`src/rtl/hazard_pkg.sv`:
```
// Shared constants and helpers for the ID-stage hazard scoreboard.
// Entry index layout is {file select, register index}.
package hazard_pkg;

    localparam int NUM_REGS_DEF = 32;
    localparam int LAT_W_DEF    = 3;

    localparam logic [1:0] CAUSE_NONE = 2'b00;
    localparam logic [1:0] CAUSE_RAW  = 2'b01;
    localparam logic [1:0] CAUSE_WAW  = 2'b10;

    localparam int LAT_ALU  = 0;
    localparam int LAT_LOAD = 1;
    localparam int LAT_FPU  = 4;

    function automatic logic [5:0] entry_idx(
        input logic       sel,
        input logic [4:0] idx
    );
        return {sel, idx};
    endfunction

endpackage

```
`src/rtl/hazard_scoreboard_sb_entry.sv`:
```
// One scoreboard entry: cycles left until its in-flight result forwards.
// A load overrides the free-running decrement in the same cycle.
module sb_entry
    import hazard_pkg::*;
#(
    parameter int LAT_W = LAT_W_DEF
) (
    input  logic             clk,
    input  logic             rst_n,
    input  logic             load,
    input  logic [LAT_W-1:0] lat,
    output logic             nz
);

    logic [LAT_W-1:0] cnt;

    // Count down to zero; a new issue reloads the full latency.
    always_ff @(posedge clk or negedge rst_n) begin
        if (!rst_n) begin
            cnt <= '0;
        end else if (load) begin
            cnt <= lat;
        end else if (cnt != '0) begin
            cnt <= cnt - 1'b1;
        end
    end

    assign nz = |cnt;

endmodule

```
`src/rtl/hazard_scoreboard.sv`:
```
// Per-register forwarding-latency scoreboard that stalls ID on RAW/WAW.
// Optional stall statistics counters: define STALL_STATS_EN.
module hazard_scoreboard
    import hazard_pkg::*;
#(
    parameter int NUM_REGS = NUM_REGS_DEF,
    parameter int LAT_W    = LAT_W_DEF
) (
    input  logic             clk,
    input  logic             rst_n,
    input  logic             id_valid,
    input  logic [4:0]       id_rs1,
    input  logic             id_rs1_sel,
    input  logic             id_rs1_used,
    input  logic [4:0]       id_rs2,
    input  logic             id_rs2_sel,
    input  logic             id_rs2_used,
    input  logic [4:0]       id_rd,
    input  logic             id_rd_sel,
    input  logic             id_regwrite,
    input  logic [LAT_W-1:0] id_lat,
    input  logic             flush,
    output logic             stall,
    output logic [1:0]       stall_cause,
    output logic             busy
`ifdef STALL_STATS_EN
    ,
    output logic [31:0]      stall_cycles,
    output logic [31:0]      waw_cycles
`endif
);

    localparam int NE = 2 * NUM_REGS;

    logic [NE-1:0] nz;
    logic [5:0]    rs1_e;
    logic [5:0]    rs2_e;
    logic [5:0]    rd_e;
    logic          rs1_hit;
    logic          rs2_hit;
    logic          rd_hit;
    logic          raw;
    logic          waw;
    logic          accept;
    logic          wr_en;

    assign rs1_e = entry_idx(id_rs1_sel, id_rs1);
    assign rs2_e = entry_idx(id_rs2_sel, id_rs2);
    assign rd_e  = entry_idx(id_rd_sel, id_rd);

    // Hazard detection looks only at registered counters.
    always_comb begin
        rs1_hit     = 1'b0;
        rs2_hit     = 1'b0;
        rd_hit      = 1'b0;
        raw         = 1'b0;
        waw         = 1'b0;
        stall_cause = CAUSE_NONE;
        if (int'(rs1_e) < NE) rs1_hit = nz[rs1_e];
        if (int'(rs2_e) < NE) rs2_hit = nz[rs2_e];
        if (int'(rd_e) < NE)  rd_hit  = nz[rd_e];
        raw = id_valid
            & ((id_rs1_used & rs1_hit)
             | (id_rs2_used & rs2_hit));
        waw = id_valid & id_regwrite & rd_hit;
        if (raw) begin
            stall_cause = CAUSE_RAW;
        end else if (waw) begin
            stall_cause = CAUSE_WAW;
        end
    end

    assign stall  = raw | waw;
    assign accept = id_valid & ~stall & ~flush;
    assign wr_en  = accept & id_regwrite;
    assign busy   = |nz;

    // Int x0 never holds a pending result.
    assign nz[0] = 1'b0;

    for (genvar e = 1; e < NE; e++) begin : g_ent
        sb_entry #(
            .LAT_W (LAT_W)
        ) u_ent (
            .clk   (clk),
            .rst_n (rst_n),
            .load  (wr_en && (rd_e == 6'(e))),
            .lat   (id_lat),
            .nz    (nz[e])
        );
    end

`ifdef STALL_STATS_EN
    // Saturating counts of stalled cycles and WAW-caused stalls.
    always_ff @(posedge clk or negedge rst_n) begin
        if (!rst_n) begin
            stall_cycles <= '0;
            waw_cycles   <= '0;
        end else begin
            if (stall && stall_cycles != '1) begin
                stall_cycles <= stall_cycles + 32'd1;
            end
            if (stall_cause == CAUSE_WAW && waw_cycles != '1) begin
                waw_cycles <= waw_cycles + 32'd1;
            end
        end
    end
`endif

endmodule

```
`config.mk`:
```
export PLATFORM = sky130hd
export DESIGN_NAME = hazard_scoreboard
export DESIGN_NICKNAME = d
export VERILOG_FILES = /design/src/rtl/hazard_pkg.sv /design/src/rtl/hazard_scoreboard_sb_entry.sv /design/src/rtl/hazard_scoreboard.sv
export SDC_FILE = /design/constraint.sdc
export NUM_CORES = 1
export LEC_CHECK = 0
export ABC_AREA = 1
export ABC_CLOCK_PERIOD_IN_PS = 4400
export BUFFER_PORTS_ARGS = -buffer_cell sky130_fd_sc_hd__buf_4
export CORE_ASPECT_RATIO = 0.75
export CORE_MARGIN = 2
export CORE_UTILIZATION = 25
export DETAILED_ROUTE_END_ITERATION = 16
export GPL_ROUTABILITY_DRIVEN = 0
export GPL_TIMING_DRIVEN = 0
export PLACE_DENSITY = 0.43
export SYNTH_ARGS = -nofsm -noshare
export SYNTH_HDL_FRONTEND = slang
export SYNTH_SLANG_ARGS = --single-unit
```
`constraint.sdc`:
```
create_clock -name clk -period 4.4 [get_ports clk]
set_clock_uncertainty 0.05 [all_clocks]
set_input_delay 0.44 -clock clk [delete_from_list [all_inputs] [get_ports clk]]
set_output_delay 0.44 -clock clk [all_outputs]
set_load 0.05 [all_outputs]
```
==> out/qor.csv <==
stage;metric;value;unit
layout;multiInputGateArea;8590;sq um
floorplanning;ios;32;
logic_synthesis;yosys_warnings;0;
timing;setup_tns;0;ns
clock_network;cts_tree;done;
layout;reg.largest.list;g_ent.u_ent.cnt (189);
power;leakagePower;8.28;nW
layout;seq_area;4730;sq um
floorplanning;floorplan.rows;77;
global_routing;grt_pass1_wl;87500;um
routing;dr.pass1.iters;5;
power;ir_drop;0.302;mV
logic_synthesis;async_flop_share;100;%
routing;drcViolationCount;0;
clock_network;clkSinkCount;189;
job;max-cap-violations;0;
floorplanning;core-area;58900;sq um
logic_synthesis;netlist_area;14900;sq um
worst_setup_path;crit_path_max_fanout;5;
clock_network;htreeDepth;4;
clock_network;path_clk_slew;0.08;ns
logic_synthesis;synthTopCellsByArea;dfrtp_1 (32%), nand3_1 (11%), ha_1 (11%);
timing;finalSetupViolCount;0;
timing;worst_slew_pin_slew;1.21;ns
placement;dp_hpwl;45700;um
worst_setup_path;setup.worst_path.class;reg -> out;
worst_setup_path;endpoint_kind;output pin;
layout;regMostFlops;g_ent.u_ent.cnt;
logic_synthesis;synth.avg_cell_area;7.48;sq um
timing;post-route-period-util;96.6;%
logic_synthesis;synth_ff_type;dfrtp_1;
worst_setup_path;arrival;3.76;ns
timing;period_needed;4.25;ns
timing;slew_viol_final;0;
hold_path;hp-class;reg -> reg;
logic_synthesis;synth_most_common_cell;nand3_1;
timing;fmax;235;MHz
layout;area_growth;11.9;%
logic_synthesis;synth_nets;2142;
clock_network;cts_resized;0;
layout;layout-drive-gt1-share;11.8;%
logic_synthesis;synth_edf_count;0;
layout;nets;2187;
floorplanning;die_x;286;um
worst_setup_path;path_cells;inv_1, ha_1, nand2_1, inv_1, nand4_1, nor4_1, nor4b_1, nand4_1, buf_4;
clock_network;clk_latency;0.49;ns
worst_setup_path;slowest_stage;nor4_1;
clock_network;clockBufferDepth;2;
logic_synthesis;synth_area_leader_cell;dfrtp_1;
timing;rsz0062_at_grt;no;
floorplanning;start_util;25.3;%
worst_setup_path;critPathLaunchType;flop;
layout;diodes;0;
routing;wl_per_cell;20.8;um
routing;routed_via_density;5.05;
global_routing;grt_pass1_vias;13300;
worst_setup_path;crit_family;simple AND/OR/NAND/NOR gates;
worst_setup_path;slowest_delay;0.83;ns
global_routing;grt_max_degree;96;
global_routing;grt.total_usage;19.2;%
worst_setup_path;cp_data_required_time;3.91;ns
clock_network;root_buffer;clkbuf_16;
run_status;run_status;completed;
clock_network;cts_buffers;17;
logic_synthesis;yosysTopAreaCellShare;31.8;%
global_routing;antenna_found_initial;4;
logic_synthesis;seq_area_frac_synth;31.8;%
timing;finalHoldViolCount;0;
global_routing;grt_overflow;0;
floorplanning;die_h;215;um
placement;port_buffers;24;
power;powerDensity;661;nW/um^2
routing;drt-initial-drc-count;1406;
worst_setup_path;timing.critical_path.buf_inv;3;
logic_synthesis;postSynthCellCount;1988;
logic_synthesis;synth.distinct_cells;34;
power;total_power;11.0;mW
routing;finalWirelength;59100;um
logic_synthesis;synth_commonest_cells;nand3_1 (326), inv_1 (275), nand2_1 (275);
routing;final_antenna_net_count;0;
floorplanning;die_area;61500;sq um
logic_synthesis;ys_ff_latch;189;
layout;largest_reg_flops;189;
routing;dr_total_vias;14300;
timing;maxSlewHeadroom;18.9;%
layout;nFillCells;6432;
worst reg2reg max path, cell delays in order, from the launching register on:
cell and delay (ns):
dfrtp_1 0.39, inv_1 0.10, ha_1 0.16, ha_1 0.49, inv_1 0.24, nand2_1 0.12, nand3_1 0.08, nand3_1 0.10
nand3_1 0.08, nand3_1 0.06, nand3_1 0.07, nand3_1 0.14, nand2_1 0.14, nand2_2 0.36, buf_2 0.34, nand4_1 0.26
nand3_1 0.16, o21ai_0 0.09
worst paths after layout:
check,start,end,slack [ns],depth (start not counted)
min in group asynchronous,rst_n,g_ent[51].u_ent.cnt[0],0.52,2
worst min-delay path,g_ent[51].u_ent.cnt[1],g_ent[51].u_ent.cnt[1],0.46,2
worst max register to register,g_ent[38].u_ent.cnt[0],g_ent[38].u_ent.cnt[0],0.82,17
max in group asynchronous,rst_n,g_ent[10].u_ent.cnt[1],2.78,3
worst max-delay path,g_ent[17].u_ent.cnt[0],busy,0.15,9
worst min register to register,g_ent[51].u_ent.cnt[1],g_ent[51].u_ent.cnt[1],0.46,2
routing by layer:
layer	wire length [um]	vias up	GRT usage (%)
li1	-	6786	-
met1	29700	6883	30.2
met2	22600	585	25.4
met3	5820	62	4.97
met4	966	6	4.31
met5	53	-	0.313
stage by stage:
step	worst slack [ns]	hold slack, ns	std cells	area [sq um]	utilization, %
3_5_place_dp	0.365	0.447	2803	16100	27.3
5_1_grt	0.0698	0.454	2836	16600	28.3
4_1_cts	0.0985	0.427	2836	16600	28.3
6_report	0.151	0.461	2836	16600	28.3
2_1_floorplan	1.37	0.0944	1988	14900	-
3_3_place_gp	0.355	0.442	2802	16000	27.2
area by class of cell:
cell class / instances / share of cell area, %
Inverter: 283 / 6.38
Clock inverter: 15 / 0.790
Sequential cell: 189 / 28.4
Clock buffer: 17 / 2.56
Tap cell: 790 / 5.94
Multi-Input combinational cell: 1429 / 51.6
Timing Repair Buffer: 26 / 1.35
Buffer: 87 / 2.95
cells in the final DEF (no fill, tap or decap), types with 3 or more instances in the layout:
master,netlist,routed
or2_2,90,90
o21ai_1,23,23
nand4_4,20,20
buf_4,11,34
a21o_1,28,28
nand2_1,275,275
dfrtp_1,189,189
o22ai_1,23,23
ha_1,126,126
clkbuf_16,0,17
nand2_2,3,3
nand4_1,137,137
nand4_2,14,14
inv_2,8,8
xor2_1,32,32
nand3_1,326,326
clkinvlp_4,0,4
o21ai_0,49,49
nor4_1,22,22
clkinv_4,0,5
buf_1,7,7
buf_2,20,20
o211ai_1,3,3
inv_1,275,275
clkbuf_1,36,36
nor2_1,175,175
inv_6,0,4
a21oi_1,66,66
buf_6,13,13
xnor2_1,6,6
kinds of logic (layout without fill, tap and decap cells):
group	after synthesis	in the layout	share of synthesized area, %
simple gates	1067	1067	37.4
buf+inv	370	428	10.4
compound gates	198	198	7.54
flops	189	189	31.8
fa+ha+maj	126	126	10.6
xor+xnor	38	38	2.24
power breakdown:
group / internal (mW) / leakage [nW] / switching (mW)
sequential: 2.72 / 2.23 / 0.597
clock: 0.743 / 0.261 / 0.854
combinational: 2.56 / 5.78 / 3.53
total: 6.02 / 8.28 / 4.98
timing repair:
action                                 CTS  global route
hold buffers                             1             0
setup buffers                            0             0
endpoints found under the hold margin   18             0
Note: power is estimated with default switching activity, not from simulation.
